**src/rtl/char_console.sv**
```systemverilog
`default_nettype none
// ============================================================================
// Module      : char_console
// Description : Byte-stream text writer for the 80x50 character display. It
//               tracks the cursor, interprets CR/LF/BS/FF and issues VRAM
//               writes. Optional macro CHAR_CONSOLE_LINECLR_EN blanks each new
//               row on entry.
// Revision    : 1.0 - initial release
// ============================================================================
module char_console #(
  parameter int          COLS       = 80,
  parameter int          ROWS       = 50,
  parameter logic [7:0]  CLEAR_CHAR = 8'h20
) (
  input  logic        CLK,
  input  logic        RST,
  input  logic        CH_VALID,
  input  logic [7:0]  CH_DATA,
  output logic        CH_READY,
  input  logic [2:0]  COLOR,
  output logic [15:0] WRADDR,
  output logic [3:0]  BYTEEN,
  output logic        WREN,
  output logic [31:0] WRDATA,
  output logic [6:0]  CUR_COL,
  output logic [5:0]  CUR_ROW,
  output logic        BUSY
);

  typedef enum logic [1:0] {
    S_IDLE    = 2'd0,
    S_PUT     = 2'd1,
    S_CLRSCR  = 2'd2,
    S_CLRLINE = 2'd3
  } state_t;

  localparam logic [7:0]  c_cr       = 8'h0D;
  localparam logic [7:0]  c_lf       = 8'h0A;
  localparam logic [7:0]  c_bs       = 8'h08;
  localparam logic [7:0]  c_ff       = 8'h0C;
  localparam logic [11:0] c_last_cell = 12'(COLS * ROWS - 1);
  localparam logic [11:0] c_last_col  = 12'(COLS - 1);

  // Where PUT goes after any row change: line clear only in the optional build.
`ifdef CHAR_CONSOLE_LINECLR_EN
  localparam state_t c_after_row = S_CLRLINE;
`else
  localparam state_t c_after_row = S_IDLE;
`endif

  state_t      r_state, w_state_nxt;
  logic        r_live;
  logic [7:0]  r_code;
  logic [2:0]  r_color;
  logic [6:0]  r_col, w_col_nxt;
  logic [5:0]  r_row, w_row_nxt;
  logic [11:0] r_cnt, w_cnt_nxt;
  logic [11:0] w_base, w_cell;
  logic [5:0]  w_row_inc;
  logic        w_wren;
  logic [7:0]  w_wr_code;
  logic        w_accept;

  // row*80 as (row<<6)+(row<<4); 12 bits hold the largest cell index 3999.
  assign w_base    = (12'(r_row) << 6) + (12'(r_row) << 4);
  assign w_row_inc = (r_row == 6'(ROWS - 1)) ? 6'd0 : r_row + 6'd1;
  assign CH_READY  = r_live && (r_state == S_IDLE);
  assign w_accept  = CH_VALID && CH_READY;

  always_comb begin
    w_state_nxt = r_state;
    w_col_nxt   = r_col;
    w_row_nxt   = r_row;
    w_cnt_nxt   = r_cnt;
    w_wren      = 1'b0;
    w_cell      = 12'd0;
    w_wr_code   = r_code;
    case (r_state)
      S_IDLE: begin
        if (w_accept) begin
          w_cnt_nxt   = 12'd0;
          w_state_nxt = (CH_DATA == c_ff) ? S_CLRSCR : S_PUT;
        end
      end
      S_PUT: begin
        w_state_nxt = S_IDLE;
        case (r_code)
          c_cr: w_col_nxt = 7'd0;
          c_lf: begin
            w_col_nxt   = 7'd0;
            w_row_nxt   = w_row_inc;
            w_state_nxt = c_after_row;
          end
          c_bs: begin
            if (r_col != 7'd0) w_col_nxt = r_col - 7'd1;
          end
          default: begin
            w_wren = 1'b1;
            w_cell = w_base + 12'(r_col);
            if (r_col == 7'(COLS - 1)) begin
              w_col_nxt   = 7'd0;
              w_row_nxt   = w_row_inc;
              w_state_nxt = c_after_row;
            end else begin
              w_col_nxt = r_col + 7'd1;
            end
          end
        endcase
      end
      S_CLRSCR: begin
        w_wren    = 1'b1;
        w_cell    = r_cnt;
        w_wr_code = CLEAR_CHAR;
        if (r_cnt == c_last_cell) begin
          w_cnt_nxt   = 12'd0;
          w_col_nxt   = 7'd0;
          w_row_nxt   = 6'd0;
          w_state_nxt = S_IDLE;
        end else begin
          w_cnt_nxt = r_cnt + 12'd1;
        end
      end
      S_CLRLINE: begin
        // Cursor already points at the new row, so it supplies the base.
        w_wren    = 1'b1;
        w_cell    = w_base + r_cnt;
        w_wr_code = CLEAR_CHAR;
        if (r_cnt == c_last_col) begin
          w_cnt_nxt   = 12'd0;
          w_state_nxt = S_IDLE;
        end else begin
          w_cnt_nxt = r_cnt + 12'd1;
        end
      end
      default: w_state_nxt = S_IDLE;
    endcase
  end

  always_ff @(posedge CLK) begin
    if (!RST) begin
      r_state <= S_IDLE;
      r_live  <= 1'b0;
      r_code  <= 8'h00;
      r_color <= 3'b000;
      r_col   <= 7'd0;
      r_row   <= 6'd0;
      r_cnt   <= 12'd0;
    end else begin
      r_state <= w_state_nxt;
      r_live  <= 1'b1;
      r_col   <= w_col_nxt;
      r_row   <= w_row_nxt;
      r_cnt   <= w_cnt_nxt;
      if (w_accept) begin
        r_code  <= CH_DATA;
        r_color <= COLOR;
      end
    end
  end

  assign WREN    = w_wren;
  assign BYTEEN  = w_wren ? 4'hf : 4'h0;
  assign WRADDR  = w_wren ? {2'b00, w_cell, 2'b00} : 16'h0000;
  assign WRDATA  = w_wren ? {21'b0, r_color, w_wr_code} : 32'h0000_0000;
  assign CUR_COL = r_col;
  assign CUR_ROW = r_row;
  assign BUSY    = (r_state == S_CLRSCR) || (r_state == S_CLRLINE);

endmodule
`default_nettype wire

```
**config.mk**
```make
export PLATFORM = sky130hd
export DESIGN_NAME = char_console
export DESIGN_NICKNAME = d
export VERILOG_FILES = /design/src/rtl/char_console.sv
export SDC_FILE = /design/constraint.sdc
export NUM_CORES = 1
export LEC_CHECK = 0
export BUFFER_PORTS_ARGS = -buffer_cell sky130_fd_sc_hd__buf_2
export CAP_MARGIN = 25
export CORE_MARGIN = 5
export CORE_UTILIZATION = 35
export DETAILED_ROUTE_END_ITERATION = 6
export GPL_TIMING_DRIVEN = 0
export PLACE_DENSITY = 0.68
export SETUP_SLACK_MARGIN = 0.15
export SLEW_MARGIN = 30
export SYNTH_ARGS = -nofsm -noshare
export SYNTH_HDL_FRONTEND = slang
export SYNTH_SLANG_ARGS = --single-unit
```
**constraint.sdc**
```tcl
create_clock -name CLK -period 3 [get_ports CLK]
set_clock_uncertainty 0.1 [all_clocks]
set_input_delay 0.3 -clock CLK [delete_from_list [all_inputs] [get_ports CLK]]
set_output_delay 0.3 -clock CLK [all_outputs]
set_load 0.03 [all_outputs]
```
### After elaboration in Yosys (flattened, before gate mapping)

Cells that the tools add are included.

| storage, ports and cells | value |
|---|---|
| output and inout bits | 68 |
| register bits after elaboration | 39 |
| input bits | 14 |
| logic and storage cells | 74 |

| cells by class | value |
|---|---|
| muxes and demuxes | 28 |
| eq/ne operators | 17 |
| reduce and logical (&&, ||, !) cells | 15 |
| add/sub/neg operators | 7 |

Operators by type and width:

| operator | count |
|---|---|
| one-hot mux 12 bit (3 select lines) | 2 |
| two-way mux 12 bit | 4 |
| equality test 8 x 4 -> 1 bit, second input constant | 4 |
| one-hot mux 7 bit (2 select lines) | 2 |
| one-hot mux 6 bit (2 select lines) | 2 |
| two-way mux 7 bit | 3 |
| two-way mux 6 bit | 3 |
| two-way mux 14 bit | 1 |
| adder 12 x 1 -> 12 bit, second input constant | 1 |
| adder 12 x 10 -> 12 bit | 1 |
| adder 12 bit | 1 |
| adder 12 x 7 -> 12 bit | 1 |
| equality test 12 bit, second input constant | 1 |
| equality test 12 x 7 -> 1 bit, second input constant | 1 |
| two-way mux 11 bit | 1 |
| two-way mux 2 bit | 4 |
| two-way mux 8 bit | 1 |
| inequality test 2 bit, second input constant | 4 |
| one-hot mux 2 bit (4 select lines) | 1 |
| adder 7 x 1 -> 7 bit, second input constant | 1 |
| equality test 7 bit, second input constant | 1 |
| nonzero test 7 bit | 1 |
| subtractor 7 x 1 -> 7 bit, second input constant | 1 |
| adder 6 x 1 -> 6 bit, second input constant | 1 |
| 17 further kinds | 24 |

### Depth between registers and ports, before layout

| logic depth | value |
|---|---|
| depth after elaboration | 5 |
| depth in mapped cells | 12 |
| mapped depth without buffers | 12 |

### Worst setup path before layout

No wires, ideal clock.

| path | value |
|---|---|
| path kind | reg2out |
| start point | register r_row[1] (netlist: CUR_ROW[1]) |
| end point | output port WRADDR[13] |
| arrival | 3043 ps |
| buffers on the path | 0 |
| required time | 2600 ps |
| cell stages (with the launch flop) | 11 |
| setup slack | -443 ps |
| cell sequence | dfxtp_1 ha_1 a211oi_1 o21ba_2 nor2_1 ha_1 or3_1 o211ai_1 and3_1 nor3_1 nand3b_1 |

| on the way | value |
|---|---|
| cells in the longest elaborated chain, start to end | 5 |
| elaborated cells on any way between the ends | 6 |
| those cells by class | add/sub (3); mux (3) |

Ends and longest elaborated chain:

| item | RTL line | text |
|---|---|---|
| from (decl) | 56 | `logic [5:0] r_row, w_row_nxt;` |
| from (signal assigned) | 152 | `r_row <= w_row_nxt;` |
| adder 12 x 10 -> 12 bit * | 65 | `assign w_base = (12'(r_row) << 6) + (12'(r_row) << 4);` |
| adder 12 x 7 -> 12 bit | 99 | `w_cell = w_base + 12'(r_col);` |
| two-way mux 12 bit | 87 | `case (r_code)` |
| one-hot mux 12 bit (3 select lines) * | 78 | `case (r_state)` |
| two-way mux 14 bit * | 163 | `assign WRADDR = w_wren ? {2'b00, w_cell, 2'b00} : 16'h0000;` |
| to (decl) | 21 | `output logic [15:0] WRADDR,` |

Every way passes the cells marked *; elsewhere a longest branch is shown, timed or not.

### Worst setup path after layout

| path | value |
|---|---|
| start point | register r_row[2] (netlist: CUR_ROW[2]) |
| end point | output port WRADDR[13] |

Same word-level chain as after synthesis.

==> impl_metrics.toml <==
[logic_synthesis]
synth_compound_area_share_pct = 24.6
syn_area_mm2 = 0.00325
yosysWarnings = 0
synth_top_family_by_area = "simple AND/OR/NAND/NOR gates"
synth-seq-area-share_pct = 24.0
yosysUniqueCellTypes = 62
syn_inst = 425
synthFlopType = "dfxtp_1"
synth_area_per_cell_um2 = 7.66
synth_fa_ha_area_share_pct = 9.53
async_flop_share_pct = 0
synth-seq-cells = 39
synth-edff-count = 0
synthSimpleGateAreaFrac_pct = 26.6
synthXorXnorAreaFrac_pct = 3.23
muxShareOfSynthArea_pct = 1.38

[sta]
fmax_ghz = 0.298
hold_slack_ns = 0.0990
hold_viol_final = 0
fin_crit_sh_pct = 112
grt_setup_unrepaired = "true"
slew_headroom_pct = 55.6
period_needed_ns = 3.36
tightest_slew_ns = 0.661
drv_slew = 0
fin_ws_ns = -0.361
final-setup-viol-count = 3

[critical_path]
cp-start-kind = "register"
cpPeakStageDelay_ns = 0.39
crit_required_ns = 2.60
r2r_slack_ns = 0.28
cp_cell_sequence = "ha_4 > fa_2 > buf_4 > xor2_4 > ha_4 > nand3_1 > o2111ai_1 > o211ai_1 > and3_1 > nor3_1 > nand3b_1 > buf_6"
crit_slowest_cell = "fa_2"
critical_path_class = "reg -> out"
critPathArrivalTime_ns = 2.96
cpMostUsedCell = "ha_4"
crit_path_max_fanout = 5
cp-end-kind = "output port"
r2r_cells = 7
worstReg2RegEnd = "CUR_ROW[2]$_SDFFE_PN0P_"
timing.rr.start = "r_cnt[8]$_SDFFE_PN0P_"

[power_and_ir_drop]
p_clk_share_pct = 32.1
power.total_w = 0.00108
power.leakage_nw = 1.94
peakVddDrop_v = 0.000258
seq_power_share_pct = 49.8
p_sw_w = 0.000326
p_comb_share_pct = 18.1
swShare_pct = 30.2
intPower_w = 0.000753
power.density_mw_per_mm2 = 256

[global_routing]
antenna_found_initial = 0
grt_pass1_wl_um = 15500
grt_max_degree = 12
grt_pass1_vias = 3266
gr-total-overflow = 0
track_usage_pct = 16.4

[detailed_routing]
ant_nets = 0
vias = 3488
wire_per_inst_um = 15.0
wirelength_um = 9600
drt_iter0_markers = 150
first_pass_iters = 4
viasPerCell = 5.47
drc = 0

[die]
die_width_um = 106
coreArea_mm2 = 0.00915
die_h_um = 106
die-area_mm2 = 0.0113
ioPinCount = 82
initial_core_util_pct = 35.6
placementRows = 35

[clock_tree]
clock_sinks = 39
numCtsBuffers = 5
htree_levels = 2
clk_latency_ns = 0.29
clk_pin_slew_ns = 0.07
cts_buffer_depth = 2
root_buffer = "clkbuf_8"
cts_tree = "built"
cts_hold_buf = 0

[place]
port_buffers = 56
place_hpwl_um = 7070
dpl.cell_count = 616
gp_congestion = 0.910
place_ws_ns = -0.164

[layout]
instances_no_fill = 638
diodes = 0
final_cell_mix = "53 x buf_2, 44 x nand2_1, 43 x buf_4, 38 x a21oi_1"
fin_nets = 563
fillers = 922
area_growth_pct = 29.6
drive_gt1_share_pct = 29.2
utilization_pct = 46.1
final_common_cell = "buf_2"

[worst_hold_path]
hold_path_end = "r_live$_DFF_P_"
hp-class = "in -> reg"
hold_start = "RST"
holdPathStages = 1

[status]
outcome = "finished with violations"
violations = "setup timing"

[flow_run]
cap_violations = 0
[worst max-delay path: cells and delay by family, from the launching register on]
family | cells | cell delay [ns]
fa+ha+maj | 3 | 0.85
simple gates | 4 | 0.58
compound gates | 2 | 0.38
flops | 1 | 0.36
buf+inv | 2 | 0.31
xor+xnor | 1 | 0.17
[cells in the mapped netlist, types with 6 or more instances]
master / count / area share [%]
inv_1: 11 / 1.3
nor2b_1: 6 / 1.2
clkbuf_1: 15 / 1.7
nor2_1: 37 / 4.3
a21oi_1: 40 / 6.2
buf_4: 29 / 6.7
and2_1: 6 / 1.2
nand3_1: 17 / 2.6
xnor2_1: 8 / 2.2
a21o_1: 7 / 1.6
ha_1: 20 / 7.7
nor3_1: 10 / 1.5
dfxtp_1: 39 / 24
a22o_1: 9 / 2.4
and3_1: 16 / 3.1
nand2_1: 44 / 5.1
o21ai_0: 18 / 2.8
[routing by layer]
layer  vias up  part of all wire, %  GRT usage, %
li1       1711                    -             -
met1      1629                   46          21.4
met2       135                   46          27.4
met3        13                  7.6          3.83
met4         0                  1.3          3.56
met5         -                    0             0
[power by group through the flow]
stage | registers (W) | logic [W] | clock network, W
CTS | 0.000537 | 0.000192 | 0.000357
finish | 0.000538 | 0.000195 | 0.000346
floorplan | 0.000549 | 0.000146 | 0
global placement | 0.000548 | 0.000188 | 0
detailed placement | 0.000550 | 0.000189 | 0
global route | 0.000540 | 0.000213 | 0.000378
[how the worst max path moves through the flow]
stage	from	endpoint	slack, ns
after floorplan	CUR_ROW[0]$_SDFFE_PN0P_	WRADDR[13]	0.06
after global placement	CUR_ROW[0]$_SDFFE_PN0P_	WRADDR[13]	-0.12
after detailed placement	CUR_ROW[0]$_SDFFE_PN0P_	WRADDR[13]	-0.16
after CTS	CUR_ROW[2]$_SDFFE_PN0P_	WRADDR[13]	-0.37
after global routing	CUR_ROW[2]$_SDFFE_PN0P_	WRADDR[13]	-0.49
final	CUR_ROW[2]$_SDFFE_PN0P_	WRADDR[13]	-0.36
[cell families (layout without fill, tap and decap cells)]
kind of cell | count (synthesis) | count (layout)
AOI/OAI and AO/OA | 119 | 119
xor gates and xnor gates | 12 | 12
adders and majority gates | 23 | 23
buffers and inverters | 60 | 138
DFF | 39 | 39
muxes | 4 | 4
other | 1 | 25
and+or+nand+nor | 167 | 167
[final cells by class]
cell class | instances | area [um2] | share of cell area [%]
Clock inverter | 1 | 5.00 | 0.119
Clock buffer | 7 | 76.3 | 1.81
Timing Repair Buffer | 70 | 417 | 9.88
Multi-Input combinational cell | 350 | 2430 | 57.6
Inverter | 12 | 45.0 | 1.07
Tap cell | 111 | 139 | 3.29
Buffer | 48 | 308 | 7.30
Sequential cell | 39 | 798 | 18.9
[timing repair]
action,CTS,global route
setup buffers,6,8
gates cloned,0,0
pin swaps,10,11
resized for setup,19,30
setup endpoints to repair,16,19
[registers in the layout, summed over array words and instances (netlist names)]
signal	count
CUR_COL	7
CUR_ROW	6
r_cnt	12
r_code	8
r_color	3
r_live	1
r_state	2
[stage by stage]
step / cell area (um2) / TNS (ns)
2_1_floorplan: 3420 / 0
3_3_place_gp: 3830 / -0.120
3_5_place_dp: 3840 / -0.164
4_1_cts: 4060 / -0.416
5_1_grt: 4220 / -1.04
6_report: 4220 / -0.630
Power figures use the tool's default switching activity.
